**config.mk**
```make
export PLATFORM = sky130hd
export DESIGN_NAME = shift_issue_stage
export DESIGN_NICKNAME = d
export VERILOG_FILES = /design/src/rtl/wisc_pkg.sv /design/src/rtl/shift_fwd_mux.sv /design/src/rtl/shift_issue_stage.sv
export SDC_FILE = /design/constraint.sdc
export NUM_CORES = 1
export LEC_CHECK = 0
export CORE_MARGIN = 3
export CORE_UTILIZATION = 41
export CTS_CLUSTER_SIZE = 20
export DETAILED_ROUTE_END_ITERATION = 10
export PLACE_DENSITY_LB_ADDON = 0.2
export SKIP_LAST_GASP = 1
export SLEW_MARGIN = 20
export SYNTH_ARGS = -nofsm -noshare
export SYNTH_HDL_FRONTEND = slang
export SYNTH_SLANG_ARGS = --single-unit
```
**constraint.sdc**
```tcl
create_clock -name clk -period 4.9 [get_ports clk]
set_input_delay 1.47 -clock clk [delete_from_list [all_inputs] [get_ports clk]]
set_output_delay 1.47 -clock clk [all_outputs]
set_load 0.02 [all_outputs]
```
**src/rtl/wisc_pkg.sv**
```systemverilog
// Shared ISA constants for the shift datapath.
// Holds the shift-class opcodes and the shifter mode encodings, plus a
// small decode helper. The shifter, the decoder and the issue stage all
// import this package.
package wisc_pkg;

   localparam logic [3:0] OP_SLL = 4'b0100;
   localparam logic [3:0] OP_SRA = 4'b0101;
   localparam logic [3:0] OP_ROR = 4'b0110;

   localparam logic [1:0] MODE_SLL = 2'b00;
   localparam logic [1:0] MODE_SRA = 2'b01;
   localparam logic [1:0] MODE_ROR = 2'b10;

   typedef struct packed {
      logic       sel;
      logic [1:0] mode;
   } shift_dec_t;

   // Non-shift opcodes decode to sel = 0 with MODE_SLL, so the shifter
   // never sees mode 2'b11.
   function automatic shift_dec_t decode_shift(input logic [3:0] opcode);
      shift_dec_t d;
      d.sel  = 1'b0;
      d.mode = MODE_SLL;
      case (opcode)
         OP_SLL: begin d.sel = 1'b1; d.mode = MODE_SLL; end
         OP_SRA: begin d.sel = 1'b1; d.mode = MODE_SRA; end
         OP_ROR: begin d.sel = 1'b1; d.mode = MODE_ROR; end
         default: begin d.sel = 1'b0; d.mode = MODE_SLL; end
      endcase
      return d;
   endfunction

endpackage

```
**src/rtl/shift_fwd_mux.sv**
```systemverilog
// Combinational 3-source operand forwarding mux.
// Ports:
//   rs_i         source register index of the consumer
//   rs_data_i    register-file value captured for rs
//   exmem_we_i / exmem_rd_i / exmem_data_i   youngest producer
//   memwb_we_i / memwb_rd_i / memwb_data_i   older producer
//   operand_o    resolved operand
// r0 is hardwired zero and is never forwarded. EX/MEM beats MEM/WB
// because it holds the younger write to the same register.
module shift_fwd_mux (
   input  logic [3:0]  rs_i,
   input  logic [15:0] rs_data_i,
   input  logic        exmem_we_i,
   input  logic [3:0]  exmem_rd_i,
   input  logic [15:0] exmem_data_i,
   input  logic        memwb_we_i,
   input  logic [3:0]  memwb_rd_i,
   input  logic [15:0] memwb_data_i,
   output logic [15:0] operand_o
);

   always_comb begin
      operand_o = rs_data_i;
      if (rs_i == 4'd0) begin
         operand_o = 16'h0000;
      end else if (exmem_we_i && (exmem_rd_i == rs_i)) begin
         operand_o = exmem_data_i;
      end else if (memwb_we_i && (memwb_rd_i == rs_i)) begin
         operand_o = memwb_data_i;
      end
   end

endmodule

```
**src/rtl/shift_issue_stage.sv**
```systemverilog
// ID/EX pipeline stage for shift-class instructions (SLL, SRA, ROR).
// Decodes the ID instruction into shifter operand/amount/mode, registers
// it with stall and flush control, and forwards the rs operand from
// EX/MEM and MEM/WB.
// Ports:
//   clk, rst_n (sync, active low), stall, flush
//   id_valid, id_instr[15:0] {op, rd, rs, imm}, id_rs_data[15:0]
//   exmem_we/rd/data, memwb_we/rd/data   forwarding sources
//   ex_valid, ex_shift_sel, ex_shift_in[15:0], ex_shift_val[3:0],
//   ex_mode[1:0], ex_rd[3:0], ex_we       stage outputs to EX
module shift_issue_stage
   import wisc_pkg::*;
(
   input  logic        clk,
   input  logic        rst_n,
   input  logic        stall,
   input  logic        flush,
   input  logic        id_valid,
   input  logic [15:0] id_instr,
   input  logic [15:0] id_rs_data,
   input  logic        exmem_we,
   input  logic [3:0]  exmem_rd,
   input  logic [15:0] exmem_data,
   input  logic        memwb_we,
   input  logic [3:0]  memwb_rd,
   input  logic [15:0] memwb_data,
   output logic        ex_valid,
   output logic        ex_shift_sel,
   output logic [15:0] ex_shift_in,
   output logic [3:0]  ex_shift_val,
   output logic [1:0]  ex_mode,
   output logic [3:0]  ex_rd,
   output logic        ex_we
);

   logic        valid_q,     valid_d;
   logic        shift_sel_q, shift_sel_d;
   logic [1:0]  mode_q,      mode_d;
   logic [3:0]  imm_q,       imm_d;
   logic [3:0]  rd_q,        rd_d;
   logic [3:0]  rs_q,        rs_d;
   logic        we_q,        we_d;
   logic [15:0] rs_data_q,   rs_data_d;

   shift_dec_t  id_dec;
   logic        id_is_shift;

   assign id_dec      = decode_shift(id_instr[15:12]);
   // An invalid ID slot must never look like a shift or a write.
   assign id_is_shift = id_valid && id_dec.sel;

   always_comb begin
      valid_d     = valid_q;
      shift_sel_d = shift_sel_q;
      mode_d      = mode_q;
      imm_d       = imm_q;
      rd_d        = rd_q;
      rs_d        = rs_q;
      we_d        = we_q;
      rs_data_d   = rs_data_q;
      if (flush) begin
         valid_d     = 1'b0;
         shift_sel_d = 1'b0;
         mode_d      = MODE_SLL;
         imm_d       = 4'd0;
         rd_d        = 4'd0;
         rs_d        = 4'd0;
         we_d        = 1'b0;
         rs_data_d   = 16'h0000;
      end else if (!stall) begin
         valid_d     = id_valid;
         shift_sel_d = id_is_shift;
         mode_d      = id_is_shift ? id_dec.mode : MODE_SLL;
         imm_d       = id_instr[3:0];
         rd_d        = id_instr[11:8];
         rs_d        = id_instr[7:4];
         we_d        = id_is_shift && (id_instr[11:8] != 4'd0);
         rs_data_d   = id_rs_data;
      end
   end

   always_ff @(posedge clk) begin
      if (!rst_n) begin
         valid_q     <= 1'b0;
         shift_sel_q <= 1'b0;
         mode_q      <= MODE_SLL;
         imm_q       <= 4'd0;
         rd_q        <= 4'd0;
         rs_q        <= 4'd0;
         we_q        <= 1'b0;
         rs_data_q   <= 16'h0000;
      end else begin
         valid_q     <= valid_d;
         shift_sel_q <= shift_sel_d;
         mode_q      <= mode_d;
         imm_q       <= imm_d;
         rd_q        <= rd_d;
         rs_q        <= rs_d;
         we_q        <= we_d;
         rs_data_q   <= rs_data_d;
      end
   end

   // Forwarding runs on the registered rs every cycle, so a stalled
   // instruction picks up a producer that advances during the stall.
   shift_fwd_mux u_fwd (
      .rs_i         (rs_q),
      .rs_data_i    (rs_data_q),
      .exmem_we_i   (exmem_we),
      .exmem_rd_i   (exmem_rd),
      .exmem_data_i (exmem_data),
      .memwb_we_i   (memwb_we),
      .memwb_rd_i   (memwb_rd),
      .memwb_data_i (memwb_data),
      .operand_o    (ex_shift_in)
   );

   assign ex_valid     = valid_q;
   assign ex_shift_sel = shift_sel_q;
   assign ex_shift_val = imm_q;
   assign ex_mode      = mode_q;
   assign ex_rd        = rd_q;
   assign ex_we        = we_q;

endmodule
```
# [After elaboration in Yosys (flattened, before gate mapping)]
# Cells that the tools add are included.
[op_classes] n_eq_ne=5 muxes=5 bitwise_logic=1 reduce_logical=7
[ops] operator="16-bit two-way mux" n=3
[ops] operator="4-bit by 3-bit == test with 1-bit output, second input constant" n=3
[ops] operator="3-bit case mux with 3 select lines" n=1
[ops] operator="4-bit == test" n=2
[ops] operator="1-bit logical AND" n=4
[ops] operator="4-bit zero test" n=1
[ops] operator="4-bit nonzero test" n=1
[ops] operator="2-bit two-way mux" n=1
[ops] operator="2-bit OR reduction" n=1
[ops] operator="1-bit NOT" n=1
[totals] register_bits=33 inputBits=79 output_inout_bits=29 wordCells=26

# [Depth between registers and ports, before layout]
[logic_depth] ltp_word=5 mapped_depth=6 depth_no_buf=4

# [By module]
# A second synthesis with hierarchy kept.
[unflattened] cells_unflattened=212 hier_area_um2=1940.6
[modules_own_cells] mod="shift_issue_stage" instances=1 cells_per_inst=115 area_each_um2=1203.7 seq_area_each_um2=660.6
[modules_own_cells] mod="shift_fwd_mux" instances=1 cells_per_inst=97 area_each_um2=737.0 seq_area_each_um2=0.0

# [Worst setup path before layout]
# Ideal clock, no wire load.
[synth_timing] path_type="in2out" startpoint="input port exmem_rd[3]" endpoint="output port ex_shift_in[10]" arrival_ns=2.681 required_ns=3.430 setup_slack_ns=0.749 cell_stages=6 path_buffers=2 cell_sequence="xnor2_1 nand3_2 or2_1 buf_2 buf_4 a31oi_1"
[synth_via] elab_chain_len=4
[synth_rtl] item="from (decl)" line_no="shift_issue_stage.sv:22" rtl="input logic [3:0] exmem_rd,"
[synth_rtl] item="4-bit == test" line_no="shift_fwd_mux.sv:26" rtl="end else if (exmem_we_i && (exmem_rd_i == rs_i)) begin"
[synth_rtl] item="1-bit logical AND" line_no="shift_fwd_mux.sv:26"
[synth_rtl] item="16-bit two-way mux" line_no="shift_fwd_mux.sv:26"
[synth_rtl] item="16-bit two-way mux" line_no="shift_fwd_mux.sv:24" rtl="if (rs_i == 4'd0) begin"
[synth_rtl] item="to (decl)" line_no="shift_issue_stage.sv:29" rtl="output logic [15:0] ex_shift_in,"
# Every way passes these cells.

# [Worst setup path in the final report]
[layout_timing] startpoint="input port memwb_rd[2]" endpoint="output port ex_shift_in[0]"
[layout_via] elab_chain_len=5
[layout_rtl] item="from (decl)" line_no="shift_issue_stage.sv:25" rtl="input logic [3:0] memwb_rd,"
[layout_rtl] item="4-bit == test" line_no="shift_fwd_mux.sv:28" rtl="end else if (memwb_we_i && (memwb_rd_i == rs_i)) begin"
[layout_rtl] item="1-bit logical AND" line_no="shift_fwd_mux.sv:28"
[layout_rtl] item="16-bit two-way mux" line_no="shift_fwd_mux.sv:28"
[layout_rtl] item="16-bit two-way mux" line_no="shift_fwd_mux.sv:26"
[layout_rtl] item="16-bit two-way mux" line_no="shift_fwd_mux.sv:24"
# Every way passes these cells.

==> metrics.txt <==
r2r setup slk 4.13 ns; Final period util 0.9809; post-synthesis sequential area ratio 0.3402; crit start category primary input; dpl cells 365; post-synthesis simple-gate area fraction 0.1675; DIE HEIGHT 74.82 um; relative slew slack 0.6631; Finished Layout Cells 373; Arr. time, crit path 3.34 ns; status finished, final reports clean; clock root buffer clkbuf_8; IO Port Bufs 107; CP Capture Type output pin; Synth Area in Adders 0; H-Tree Depth 2; first-pass GRT wire length 9.025 mm; min-delay worst type reg -> reg; DIE AREA 5598 sq um; WP data required 3.43 ns; XOR/XNOR share of the synthesized area 0.03093; final clock skew 0 ns; Syn Nets 289; fillers 374; Final Hold Viols 0; Peak VDD IR 0.2540 mV; register area 660.6 sq um; CTS Sinks 33; Clock Latency Late Sink 0.28 ns; Final Slew Violations 0; Cell variety after synth 31; postcts setup bufs 0; CTS tree built; clock tree buffer depth 2; RePlAce Congestion 0.8042; num ports 108; Maximum Capacitance Violations 0; DR vias 2045; global route overflow 0; Setup TNS Final 0 ns; Tmin final 4.806 ns; number of global-route vias before repair 1876; main combinational cell family by area after synthesis compound AO/OA/AOI/OAI gates; # diodes 0; final critical-path setup slack 0.09361 ns; CP max FO 16; Core Region 4474 sq um; Mapped Cells 210; multi-input logic area 1154 sq um; mapped cell area 1942 sq um; Post-Route WL 5.883 mm; DRT Pass-1 Iters 4; Clock transition at path regs 0.06 ns; vias per cell 5.483; CP cell instances clkdlybuf4s50_1 > nor2b_4 > or3_1 > buf_12 > o31ai_1 > a31oi_1 > dlygate4sd2_1; die width 74.82 um; dpl ws -0.1466 ns; Synth Area in Compound Gates 0.2461; Layout area overhead 65.59%; RSZ-0062 raised after global routing no; DRC Markers 0; f_max 208.1 MHz; largest net degree at the start of global routing 34; CTS Hold Bufs 0; DR iter-0 viols 105; family with the most delay on the worst path buffers and inverters; post-synthesis mux area share 0.1495; Slowest Stage Delay on Critical Path 0.53 ns; starting density of the core 0.4340; antenna violations before repair 0; share of cells above drive strength 1 0.1340; Final #Nets 399; setup violators final 0; synthesized area per cell 9.247 sq um; yosys warns 0; Avg WL per Cell 15.77 um; CP max-delay cell clkdlybuf4s50_1; cell area power density 215.3 nW/um^2; #FFs+latches synth 33; CP Class in -> out; Site Rows 24; actual slew at the worst max-slew pin 0.5054 ns; hpwl dp 4.503 mm; Leak 1.238 nW; total CTS buffers 5; final antenna-violating net count 0; gr usage total 0.2099; Crit path buffers/inverters 3
[report_power, final]
group          total, mW  internal (mW)  switching (mW)
combinational      0.188          0.107          0.0818
sequential         0.283          0.276         0.00684
clock              0.221          0.127          0.0939
total              0.692          0.510           0.183
[cell usage after synthesis]
library cell	instances	area, sq um
dfxtp_1	33	660.6
nor2_1	32	120.1
mux2i_1	29	290.3
o31ai_1	22	165.2
a31oi_1	16	100.1
nand4_1	16	100.1
buf_2	9	45.04
o31ai_2	8	100.1
clkbuf_1	7	26.28
xnor2_1	5	43.79
buf_4	3	22.52
inv_1	3	11.26
nand2b_1	3	18.77
a21oi_1	2	10.01
a32oi_1	2	17.52
buf_6	2	22.52
nand2_1	2	7.510
nor2b_1	2	12.51
o31ai_4	2	42.54
a21boi_0	1	7.510
and4bb_2	1	12.51
nand3_2	1	10.01
nor2b_4	1	13.76
nor3_2	1	10.01
o2111a_1	1	11.26
o2111ai_2	1	15.01
o41ai_1	1	8.760
or2_1	1	6.260
or3_1	1	6.260
or4_1	1	7.510
xor2_2	1	16.27
[worst register-to-register path, cell delays in order (launching register included)]
cell     delay (ns)
dfxtp_1        0.49
mux2i_1        0.13
nor2_1         0.09
[cell usage in the layout (no fill, tap or decap), types with 2 or more instances in the layout]
| master | synthesis | final |
|---|---|---|
| a21oi_1 | 2 | 2 |
| a31oi_1 | 16 | 16 |
| a32oi_1 | 2 | 2 |
| buf_12 | 0 | 4 |
| buf_4 | 3 | 13 |
| clkbuf_8 | 0 | 7 |
| clkdlybuf4s50_1 | 0 | 90 |
| dfxtp_1 | 33 | 33 |
| dlygate4sd2_1 | 0 | 16 |
| inv_1 | 3 | 3 |
| mux2i_1 | 29 | 29 |
| nand2_1 | 2 | 2 |
| nand2b_1 | 3 | 3 |
| nand4_1 | 16 | 16 |
| nor2_1 | 32 | 32 |
| nor2b_1 | 2 | 2 |
| o31ai_1 | 22 | 22 |
| o31ai_2 | 8 | 8 |
| o31ai_4 | 2 | 2 |
| xnor2_1 | 5 | 5 |
[through the flow]
step	instance area [sq um]	hold WS, ns	power (mW)	utilization
2_1_floorplan	1942	0.4634	0.3751	-
3_3_place_gp	3134	0.4615	0.4774	0.7005
3_5_place_dp	3134	0.4745	0.4787	0.7005
4_1_cts	3216	0.4866	0.6991	0.7187
5_1_grt	3216	0.5257	0.7253	0.7187
6_report	3216	0.4789	0.6923	0.7187
[layer usage]
metal,track usage,part of all wire
met1,0.2715,0.45
met2,0.3346,0.45
met3,0.06542,0.091
met4,0.06522,0.013
met5,0,0
[timing repair]
| action | 4_1_cts | 5_1_grt |
|---|---|---|
| setup endpoints to repair | 16 | 0 |
| resized for setup | 17 | 0 |
| endpoints found under the hold margin | 0 | 0 |
[cell type report]
class                      instances  area share
timing repair buffer             124      0.3805
sequential                        33      0.2054
clock buffer                       7     0.02996
multi-input combinational        153      0.3588
clock inverter                     1    0.001556
inverter                           3    0.003502
tap                               52     0.02023
[flip-flops by register name, summed over array words and instances, names as in the netlist]
signal and count:
rs_q 4, ex_valid 1, ex_shift_sel 1, rs_data_q 16, ex_shift_val 4, ex_we 1, ex_rd 4, ex_mode 2
[kinds of logic after synthesis]
family / count (synthesis)
simple gates: 62
compound gates: 56
flops: 33
mux: 29
buf+inv: 24
xor+xnor: 6
[worst paths after layout]
check / from / to / depth (start not counted)
worst max-delay path: memwb_rd[2] / ex_shift_in[0] / 7
worst min-delay path: ex_we$_SDFFE_PP0N_ / ex_we$_SDFFE_PP0N_ / 2
worst max register to register: rs_q[1]$_SDFFE_PP0N_ / rs_q[1]$_SDFFE_PP0N_ / 2
worst min register to register: ex_we$_SDFFE_PP0N_ / ex_we$_SDFFE_PP0N_ / 2
(Power assumes the default switching activity.)
